[src/rtl/fetch_unit.sv]
// fetch_unit: instruction fetch stage for the single-cycle RISC-V core.
// Holds the PC, issues one request at a time to a variable-latency
// instruction memory, registers the returned word for decode/control behind
// a valid/ready handshake, and redirects on taken branches. A misaligned
// target sets a sticky error and halts fetch until reset.
//
// Ports:
//   clk, reset         - rising-edge clock, asynchronous active-high reset
//   imem_req/addr      - one-cycle request pulse and fetch address
//   imem_rvalid/rdata  - memory response (only sampled while waiting)
//   instr, instr_pc    - registered instruction and its address
//   instr_valid/ready  - handshake towards execute
//   pc_src, imm_ext    - branch-taken flag and sign-extended offset
//   fetch_misaligned   - sticky misaligned-target error
//   instret            - count of accepted instructions (wraps)
module fetch_unit #(
  parameter logic [31:0] RESET_PC  = 32'h0000_0000,
  parameter logic [31:0] NOP_INSTR = 32'h0000_0013
) (
  input  logic        clk,
  input  logic        reset,
  output logic        imem_req,
  output logic [31:0] imem_addr,
  input  logic        imem_rvalid,
  input  logic [31:0] imem_rdata,
  output logic [31:0] instr,
  output logic [31:0] instr_pc,
  output logic        instr_valid,
  input  logic        instr_ready,
  input  logic        pc_src,
  input  logic [31:0] imm_ext,
  output logic        fetch_misaligned,
  output logic [31:0] instret
);

  typedef enum logic [1:0] {
    S_REQ,
    S_WAIT,
    S_FULL,
    S_HALT
  } state_t;

  state_t      state_q, state_d;
  logic [31:0] fetch_pc_q, fetch_pc_d;
  logic [31:0] instr_q, instr_d;
  logic [31:0] instr_pc_q, instr_pc_d;
  logic        instr_valid_q, instr_valid_d;
  logic        misaligned_q, misaligned_d;
  logic [31:0] instret_q, instret_d;
  logic [31:0] next_pc;

  always_ff @(posedge clk or posedge reset) begin
    if (reset) begin
      state_q       <= S_REQ;
      fetch_pc_q    <= RESET_PC;
      instr_q       <= NOP_INSTR;
      instr_pc_q    <= '0;
      instr_valid_q <= 1'b0;
      misaligned_q  <= 1'b0;
      instret_q     <= '0;
    end else begin
      state_q       <= state_d;
      fetch_pc_q    <= fetch_pc_d;
      instr_q       <= instr_d;
      instr_pc_q    <= instr_pc_d;
      instr_valid_q <= instr_valid_d;
      misaligned_q  <= misaligned_d;
      instret_q     <= instret_d;
    end
  end

  // Redirect target resolved in the accepting cycle, so nothing is ever
  // fetched down the wrong path.
  assign next_pc = pc_src ? (instr_pc_q + imm_ext) : (instr_pc_q + 32'd4);

  always_comb begin
    state_d       = state_q;
    fetch_pc_d    = fetch_pc_q;
    instr_d       = instr_q;
    instr_pc_d    = instr_pc_q;
    instr_valid_d = instr_valid_q;
    misaligned_d  = misaligned_q;
    instret_d     = instret_q;
    case (state_q)
      S_REQ: state_d = S_WAIT;
      S_WAIT: begin
        if (imem_rvalid) begin
          instr_d       = imem_rdata;
          instr_pc_d    = fetch_pc_q;
          instr_valid_d = 1'b1;
          state_d       = S_FULL;
        end
      end
      S_FULL: begin
        if (instr_ready) begin
          instret_d     = instret_q + 32'd1;
          instr_valid_d = 1'b0;
          if (next_pc[1:0] != 2'b00) begin
            misaligned_d = 1'b1;
            state_d      = S_HALT;
          end else begin
            fetch_pc_d = next_pc;
            state_d    = S_REQ;
          end
        end
      end
      S_HALT: state_d = S_HALT;
      default: state_d = S_HALT;
    endcase
  end

  // Reset parks the FSM in REQ, so the request is masked while reset is held
  // to keep it low until the first cycle after release.
  assign imem_req         = (state_q == S_REQ) & ~reset;
  assign imem_addr        = fetch_pc_q;
  assign instr            = instr_q;
  assign instr_pc         = instr_pc_q;
  assign instr_valid      = instr_valid_q;
  assign fetch_misaligned = misaligned_q;
  assign instret          = instret_q;

endmodule

[config.mk]
export PLATFORM = sky130hd
export DESIGN_NAME = fetch_unit
export DESIGN_NICKNAME = d
export VERILOG_FILES = /design/src/rtl/fetch_unit.sv
export SDC_FILE = /design/constraint.sdc
export NUM_CORES = 1
export LEC_CHECK = 0
export ABC_AREA = 1
export ABC_CLOCK_PERIOD_IN_PS = 4350
export BUFFER_PORTS_ARGS = -buffer_cell sky130_fd_sc_hd__buf_2
export CAP_MARGIN = 20
export CORE_ASPECT_RATIO = 0.6
export CORE_UTILIZATION = 50
export DETAILED_ROUTE_END_ITERATION = 16
export GPL_TIMING_DRIVEN = 0
export PLACE_DENSITY = 0.81
export SYNTH_ARGS = -nofsm -noshare
export SYNTH_HDL_FRONTEND = slang
export SYNTH_SLANG_ARGS = --single-unit
[constraint.sdc]
create_clock -name clk -period 4.35 [get_ports clk]
set_clock_uncertainty 0.05 [all_clocks]
set_input_delay 1.0875 -clock clk [delete_from_list [all_inputs] [get_ports clk]]
set_output_delay 1.0875 -clock clk [all_outputs]
set_load 0.05 [all_outputs]
==> results.py, run 1 <==
metrics = {
    "status": {
        "status": "complete, no violations",
    },
    "synth": {
        "ys_async_sr_fraction": 1.00,
        "syn_nets": 1315,
        "ys_ff_latch": 132,
        "yosysWarnings": 0,
        "synthDominantCellAreaShare": 0.373,
        "netlist_area_mm2": 0.00865,
        "synth.avg_cell_area_um2": 7.14,
        "muxShareOfSynthArea": 0.0482,
        "synthFlopType": "dfrtp_1",
        "synth_area_leaders": "dfrtp_1, nand2_1, inv_1",
        "synth_compound_area_frac": 0.0830,
        "syn_inst": 1212,
        "yosysSeqAreaShare": 0.382,
        "synth_area_leader_cell": "dfrtp_1",
        "synth_edf_count": 0,
        "synth_simple_gate_area_frac": 0.296,
        "synthXorXnorAreaFrac": 0.0466,
        "synth-adder-area-share": 0.0501,
        "synth_top_family_by_area": "simple AND/OR/NAND/NOR gates",
        "ys_types": 40,
    },
    "power_and_ir_drop": {
        "internal-power_mw": 3.90,
        "power_frac_comb": 0.567,
        "power.total_mw": 8.91,
        "ir_drop_v": 0.000658,
        "clockPowerShare": 0.166,
        "p_leak_nw": 5.87,
        "seqPwrFrac": 0.267,
        "p_per_area_mw_per_mm2": 842,
        "power.share.switching": 0.562,
        "power.switching_mw": 5.01,
    },
    "place": {
        "place.gp.congestion": 1.00,
        "hpwl_mm": 22.5,
        "port-buffer-count": 199,
        "dp_cells": 1642,
    },
    "timing": {
        "tightest_slew_ns": 0.740,
        "max_freq_mhz": 314,
        "rsz0062_at_grt": "no",
        "min_period_over_period": 0.731,
        "slew_viol_final": 0,
        "finalSetupTns_ns": 0,
        "finalCriticalPeriod_ns": 3.18,
        "setup_violations": 0,
        "hold_violations": 0,
        "relSlewSlack": 0.506,
    },
    "drt": {
        "wl_met3_mm": 4.24,
        "drt-vias-per-instance": 5.28,
        "wl_met1_mm": 12.9,
        "routed.top_layer": "met4",
        "dr_wl_met2_mm": 10.9,
        "first_pass_iters": 6,
        "drt-total-wl_mm": 28.4,
        "post_drt_wl_per_cell_um": 17.0,
        "via_count": 8830,
        "post-route-drc-count": 0,
        "drtAntennaViolNets": 0,
        "drtIter0Drc": 1028,
    },
    "clocking": {
        "cts_resized": 0,
        "cts_hold_buffers": 0,
        "cts_buffer_depth": 2,
        "h-tree-depth": 4,
        "clkTransAtPathRegs_ns": 0.06,
        "cts_buffers": 17,
        "post-cts-setup-buffer-count": 0,
        "cts_tree": "built",
        "clock-sinks": 132,
        "clkLatencyLatePin_ns": 0.42,
        "cts_root_buffer": "clkbuf_16",
    },
    "global_route": {
        "overflow": 0,
        "grt_pass1_wl_mm": 43.2,
        "antenna_found_initial": 1,
        "grt_max_degree": 38,
        "grt_usage": 0.322,
        "grt_pass1_vias": 8016,
    },
    "cells_and_area": {
        "drive_gt1_frac": 0.208,
        "fillers": 1536,
        "finish.utilization": 0.639,
        "layout_common_cells": "nand2_1, buf_2, inv_1",
        "area_growth_syn_to_layout_pct": 22.4,
        "regArea_mm2": 0.00331,
        "fin_cells": 1673,
        "finalNetCount": 1536,
        "multi_input_area_mm2": 0.00453,
        "final_common_cell": "nand2_1",
        "diodes": 0,
    },
    "hold_path": {
        "hold_class": "register to register",
        "hp-start": "instr_valid",
    },
    "setup_path": {
        "cpPeakStageDelay_ns": 0.45,
        "endpoint": "imem_addr[16]",
        "cpMaxStageDelayCell": "fa_1",
        "timing.rr.start": "instr_pc[0]",
        "arrival_ns": 3.42,
        "endpoint_kind": "register",
        "cp-startpoint": "imm_ext[0]",
        "path_max_fanout": 10,
        "r2r_cells": 7,
        "r2r_setup_slack_ns": 1.49,
        "crit_type": "input pin to register",
        "path_cells": "buf_2 -> ha_1 -> fa_1 -> o31ai_1 -> nand2_1 -> clkbuf_1 -> a21oi_1 -> a21oi_1",
        "crit_top_cell": "a21oi_1",
        "start_kind": "input pin",
        "timing.rr.end": "imem_addr[16]",
        "cp.required_ns": 4.59,
    },
    "die": {
        "die_w_um": 172,
        "die_area_mm2": 0.0178,
        "ios": 200,
        "core_area_mm2": 0.0166,
        "fp.dieH_um": 104,
        "rows": 36,
        "initial_core_util": 0.522,
    },
    "job": {
        "max_cap_violations": 0,
    },
}
[worst min-delay path by stage]
stage / endpoint / depth (start not counted) / slack, ns
after floorplan: state_q[0] / 1 / 0.52
after global placement: instr_valid / 2 / 0.40
final: instr_valid / 2 / 0.42
after CTS: instr_valid / 2 / 0.42
after detailed placement: instr_valid / 2 / 0.41
after global routing: fetch_misaligned / 1 / 0.45
[state kept, by name (all words and copies together) (netlist names)]
name              cells
instret              32
instr_valid           1
instr_pc             32
fetch_misaligned      1
instr                32
imem_addr            32
state_q               2
[metrics by stage]
stage          cell area (um^2)  hold WS, ns  worst slack [ns]
3_5_place_dp               9990        0.409             0.815
3_3_place_gp               9930        0.404             0.713
2_1_floorplan              8650        0.518              1.08
5_1_grt                   10600        0.446              1.07
6_report                  10600        0.418              1.17
4_1_cts                   10600        0.423              1.23
[area by class of cell]
type | count | area share
flip-flops and latches | 132 | 0.312
repair buffers | 202 | 0.0997
multi-input cells | 868 | 0.428
clock buffers | 17 | 0.0402
inverters | 191 | 0.0682
well taps | 228 | 0.0269
clock inverters | 14 | 0.0158
plain buffers | 21 | 0.00910
[power by group through the flow]
stage	Combinational (mW)	Clock (mW)	Sequential, mW
final	5.05	1.48	2.38
after global routing	5.44	1.54	2.40
after CTS	4.98	1.49	2.33
after detailed placement	4.95	0	2.34
after global placement	4.88	0	2.32
after floorplan	2.08	0	3.76
[layer usage]
| metal | up-vias | global-route usage |
|---|---|---|
| met5 | - | 0 |
| met4 | 0 | 0.0468 |
| met3 | 30 | 0.137 |
| met2 | 485 | 0.425 |
| met1 | 4052 | 0.489 |
| li1 | 4263 | - |
[critical path, delay by kind of cell]
family / cells / cell delay [ns]
simple gates: 1 / 0.43
compound gates: 3 / 0.76
buf+inv: 2 / 0.49
fa+ha+maj: 2 / 0.64
[synthesized netlist by cell type (all sizes together) (2+ instances only)]
master and count:
o21ai 25, o21bai 3, nor4 2, clkbuf 13, dfstp 3, a21oi 98
xnor2 15, buf 8, and2 2, nor2 146, mux2 37, dfrtp 129
o211ai 4, ha 33, inv 190, xor2 31, nand3b 3, nor3 24
nand2 360, nand3 67, nand4 10, a31oi 2
[kinds of logic (layout without fill, tap and decap cells)]
group                    count (synthesis)  after routing
XOR/XNOR                                46             46
flip-flops                             132            132
buffers and inverters                  212            445
multiplexers                            37             37
AND/OR/NAND/NOR                        614            614
adder cells (fa/ha/maj)                 34             34
AO/OA/AOI/OAI                          137            137
Note: power is estimated with default switching activity, not from simulation.
==> run 2, diff against run 1 <==
--- a/config.mk
+++ b/config.mk
@@ -5,12 +5,12 @@
 export SDC_FILE = /design/constraint.sdc
 export NUM_CORES = 1
 export LEC_CHECK = 0
-export ABC_AREA = 1
-export ABC_CLOCK_PERIOD_IN_PS = 4350
+export ABC_AREA = 0
+export ABC_CLOCK_PERIOD_IN_PS = 2800
 export BUFFER_PORTS_ARGS = -buffer_cell sky130_fd_sc_hd__buf_2
 export CAP_MARGIN = 20
 export CORE_ASPECT_RATIO = 0.6
-export CORE_UTILIZATION = 50
+export CORE_UTILIZATION = 49
 export DETAILED_ROUTE_END_ITERATION = 16
 export GPL_TIMING_DRIVEN = 0
 export PLACE_DENSITY = 0.81
==> constraint.sdc (replaced) <==
create_clock -name clk -period 2.8 [get_ports clk]
set_clock_uncertainty 0.05 [all_clocks]
set_input_delay 0.7 -clock clk [delete_from_list [all_inputs] [get_ports clk]]
set_output_delay 0.7 -clock clk [all_outputs]
set_load 0.05 [all_outputs]
==> run 2 against run 1 <==
  * Power is 33% higher
  * First-iteration DRC count decreased by 36%
  * Critical path depth stayed put
  * Setup slack lost 1.1 ns
  * Combinational power is 24% higher
  * Largest cell class unchanged
==> results.py, run 2 <==
metrics = {
    "status": {
        "status": "complete, no violations",
    },
    "timing": {
        "setup_violations": 0,
        "relSlewSlack": 0.469,
        "rsz0062_at_grt": "yes",
        "finalCriticalPeriod_ns": 2.72,
        "tightest_slew_ns": 0.797,
        "max_freq_mhz": 367,
        "hold_violations": 0,
        "min_period_over_period": 0.972,
        "slew_viol_final": 0,
    },
    "drt": {
        "drtAntennaViolNets": 0,
        "first_pass_iters": 7,
        "drt-vias-per-instance": 5.87,
        "post_drt_wl_per_cell_um": 19.3,
        "via_count": 7132,
        "drt-total-wl_mm": 23.4,
        "drtIter0Drc": 653,
        "post-route-drc-count": 0,
    },
    "hold_path": {
        "hold_class": "input pin to asynchronous set/reset pin",
    },
    "job": {
        "max_cap_violations": 0,
    },
    "cells_and_area": {
        "diodes": 0,
        "final_common_cell": "buf_2",
        "fin_cells": 1216,
        "fillers": 1260,
        "layout_common_cells": "buf_2, dfrtp_1, nand2_1",
        "regArea_mm2": 0.00331,
        "multi_input_area_mm2": 0.00441,
        "area_growth_syn_to_layout_pct": 27.4,
        "stdcell_area_mm2": 0.00987,
        "drive_gt1_frac": 0.366,
        "finalNetCount": 1103,
    },
    "setup_path": {
        "crit_top_cell": "nand3_1",
        "r2r_cells": 8,
        "start_kind": "register",
        "endpoint": "imem_addr[27]",
        "timing.rr.start": "instr_pc[0]",
        "cpMaxStageDelayCell": "fa_2",
        "path_max_fanout": 10,
        "cp.required_ns": 3.11,
        "timing.rr.end": "imem_addr[27]",
        "arrival_ns": 3.03,
        "r2r_setup_slack_ns": 0.08,
        "cp-startpoint": "instr_pc[0]",
        "crit_type": "register to register",
        "cpPeakStageDelay_ns": 0.47,
        "path_cells": "ha_1 -> fa_2 -> nor3b_2 -> nand3_1 -> clkbuf_2 -> o31ai_1 -> a221oi_1 -> nand3_1",
        "endpoint_kind": "register",
    },
    "place": {
        "placement.cell_area_mm2": 0.00906,
        "place.gp.congestion": 0.999,
        "dp_cells": 1182,
        "port-buffer-count": 199,
        "hpwl_mm": 17.2,
    },
    "synth": {
        "synth_edf_count": 0,
        "syn_nets": 880,
        "yosysSeqAreaShare": 0.427,
        "synth.top_cells.by_count": "dfrtp_1, nand2_1, mux2_2",
        "synth_area_leaders": "dfrtp_1, mux2_2, xnor2_1",
        "netlist_area_mm2": 0.00775,
        "ys_async_sr_fraction": 1.00,
        "synthDominantCellAreaShare": 0.417,
        "yosysWarnings": 0,
        "synth_area_leader_cell": "dfrtp_1",
        "synthFlopType": "dfrtp_1",
        "synth.avg_cell_area_um2": 9.97,
        "post-synth-top-count-cell": "dfrtp_1",
        "ys_ff_latch": 132,
        "ys_types": 69,
        "syn_inst": 777,
    },
    "die": {
        "die_area_mm2": 0.0163,
        "die_w_um": 164,
        "core_area_mm2": 0.0154,
        "rows": 35,
        "initial_core_util": 0.503,
        "fp.dieH_um": 99.4,
        "ios": 200,
    },
    "clocking": {
        "clock-sinks": 132,
        "cts_hold_buffers": 0,
        "cts_buffers": 17,
        "clkLatencyLatePin_ns": 0.42,
        "h-tree-depth": 4,
        "cts_tree": "built",
        "cts_buffer_depth": 2,
        "cts_root_buffer": "clkbuf_16",
        "clkTransAtPathRegs_ns": 0.07,
    },
    "global_route": {
        "grt_max_degree": 43,
        "grt_pass1_vias": 6688,
        "overflow": 0,
        "grt_pass1_wl_mm": 36.2,
        "grt_usage": 0.290,
        "antenna_found_initial": 0,
    },
    "power_and_ir_drop": {
        "ir_drop_v": 0.000661,
        "p_per_area_mw_per_mm2": 1200,
        "p_leak_nw": 4.80,
    },
}
[run 2: cell types whose count changed in the layout (fill, tap and decap cells not counted), sizes merged, moves of 10 or more]
cell,delta
nor3,-10
nand2,-287
nand4,+11
a21o,+13
o21ai,+18
xnor2,+35
and4,+12
inv,-175
and3,+16
nand3,-32
a21oi,-56
mux2,+29
nor2,-92
[run 2: layout make-up]
type                    instances  share of cell area
plain buffers                  31              0.0152
clock buffers                  17              0.0431
clock inverters                15              0.0185
flip-flops and latches        132               0.335
inverters                      16             0.00646
repair buffers                205               0.109
multi-input cells             597               0.447
well taps                     203              0.0257
[run 2: worst min-delay path by stage]
stage                                  end  slack [ns]  cells after the start
after floorplan                 state_q[1]        0.45                      2
after global placement    fetch_misaligned        0.38                      1
after detailed placement  fetch_misaligned        0.40                      1
after CTS                      instret[22]        0.34                      2
after global routing           instret[22]        0.35                      2
final                          instret[22]        0.32                      2
[run 2: logic make-up after synthesis]
| kind of cell | after synthesis | share of synthesized area |
|---|---|---|
| simple gates | 252 | 0.166 |
| buf+inv | 48 | 0.0260 |
| mux | 70 | 0.102 |
| fa+ha+maj | 34 | 0.0559 |
| compound gates | 165 | 0.138 |
| flops | 132 | 0.427 |
| xor+xnor | 76 | 0.0859 |
[run 2: critical path, delay by kind of cell (launching register included)]
family | cells | cell delay, ns
adder cells (fa/ha/maj) | 2 | 0.72
AO/OA/AOI/OAI | 2 | 0.37
flip-flops | 1 | 0.42
buffers and inverters | 1 | 0.35
AND/OR/NAND/NOR | 3 | 0.73
[run 2: report_power, final]
| group | switching, mW | internal (mW) | total, mW |
|---|---|---|---|
| combinational | 4.37 | 1.86 | 6.24 |
| sequential | 0.687 | 2.58 | 3.26 |
| clock | 1.04 | 1.28 | 2.32 |
[run 2: metrics by stage]
| stage | setup TNS [ns] | setup WS, ns | hold WS, ns | utilization | power (mW) |
|---|---|---|---|---|---|
| global placement | -70.02 | -0.754 | 0.385 | 0.584 | 9.10 |
| global route | -0.0540 | -0.0281 | 0.352 | 0.640 | 12.4 |
| detailed placement | -16.39 | -0.745 | 0.400 | 0.588 | 9.21 |
| floorplan | 0 | 0.0217 | 0.455 | - | 7.72 |
| CTS | 0 | 0.0165 | 0.336 | 0.631 | 11.6 |
| finish | 0 | 0.0785 | 0.320 | 0.640 | 11.8 |
[run 2: what timing repair did]
item,4_1_cts,5_1_grt
endpoints found under the setup margin,30,19
setup buffers,1,2
resized for setup,18,31
pin swaps,2,5
[run 2: metal layers]
layer / part of all wire / GRT usage / vias to the layer above / wire, um
met5: 0 / 0 / - / 0
li1: - / - / 3277 / -
met4: 0.016 / 0.0648 / 0 / 368
met1: 0.47 / 0.435 / 3453 / 10900
met2: 0.42 / 0.408 / 365 / 9730
met3: 0.10 / 0.0867 / 37 / 2400
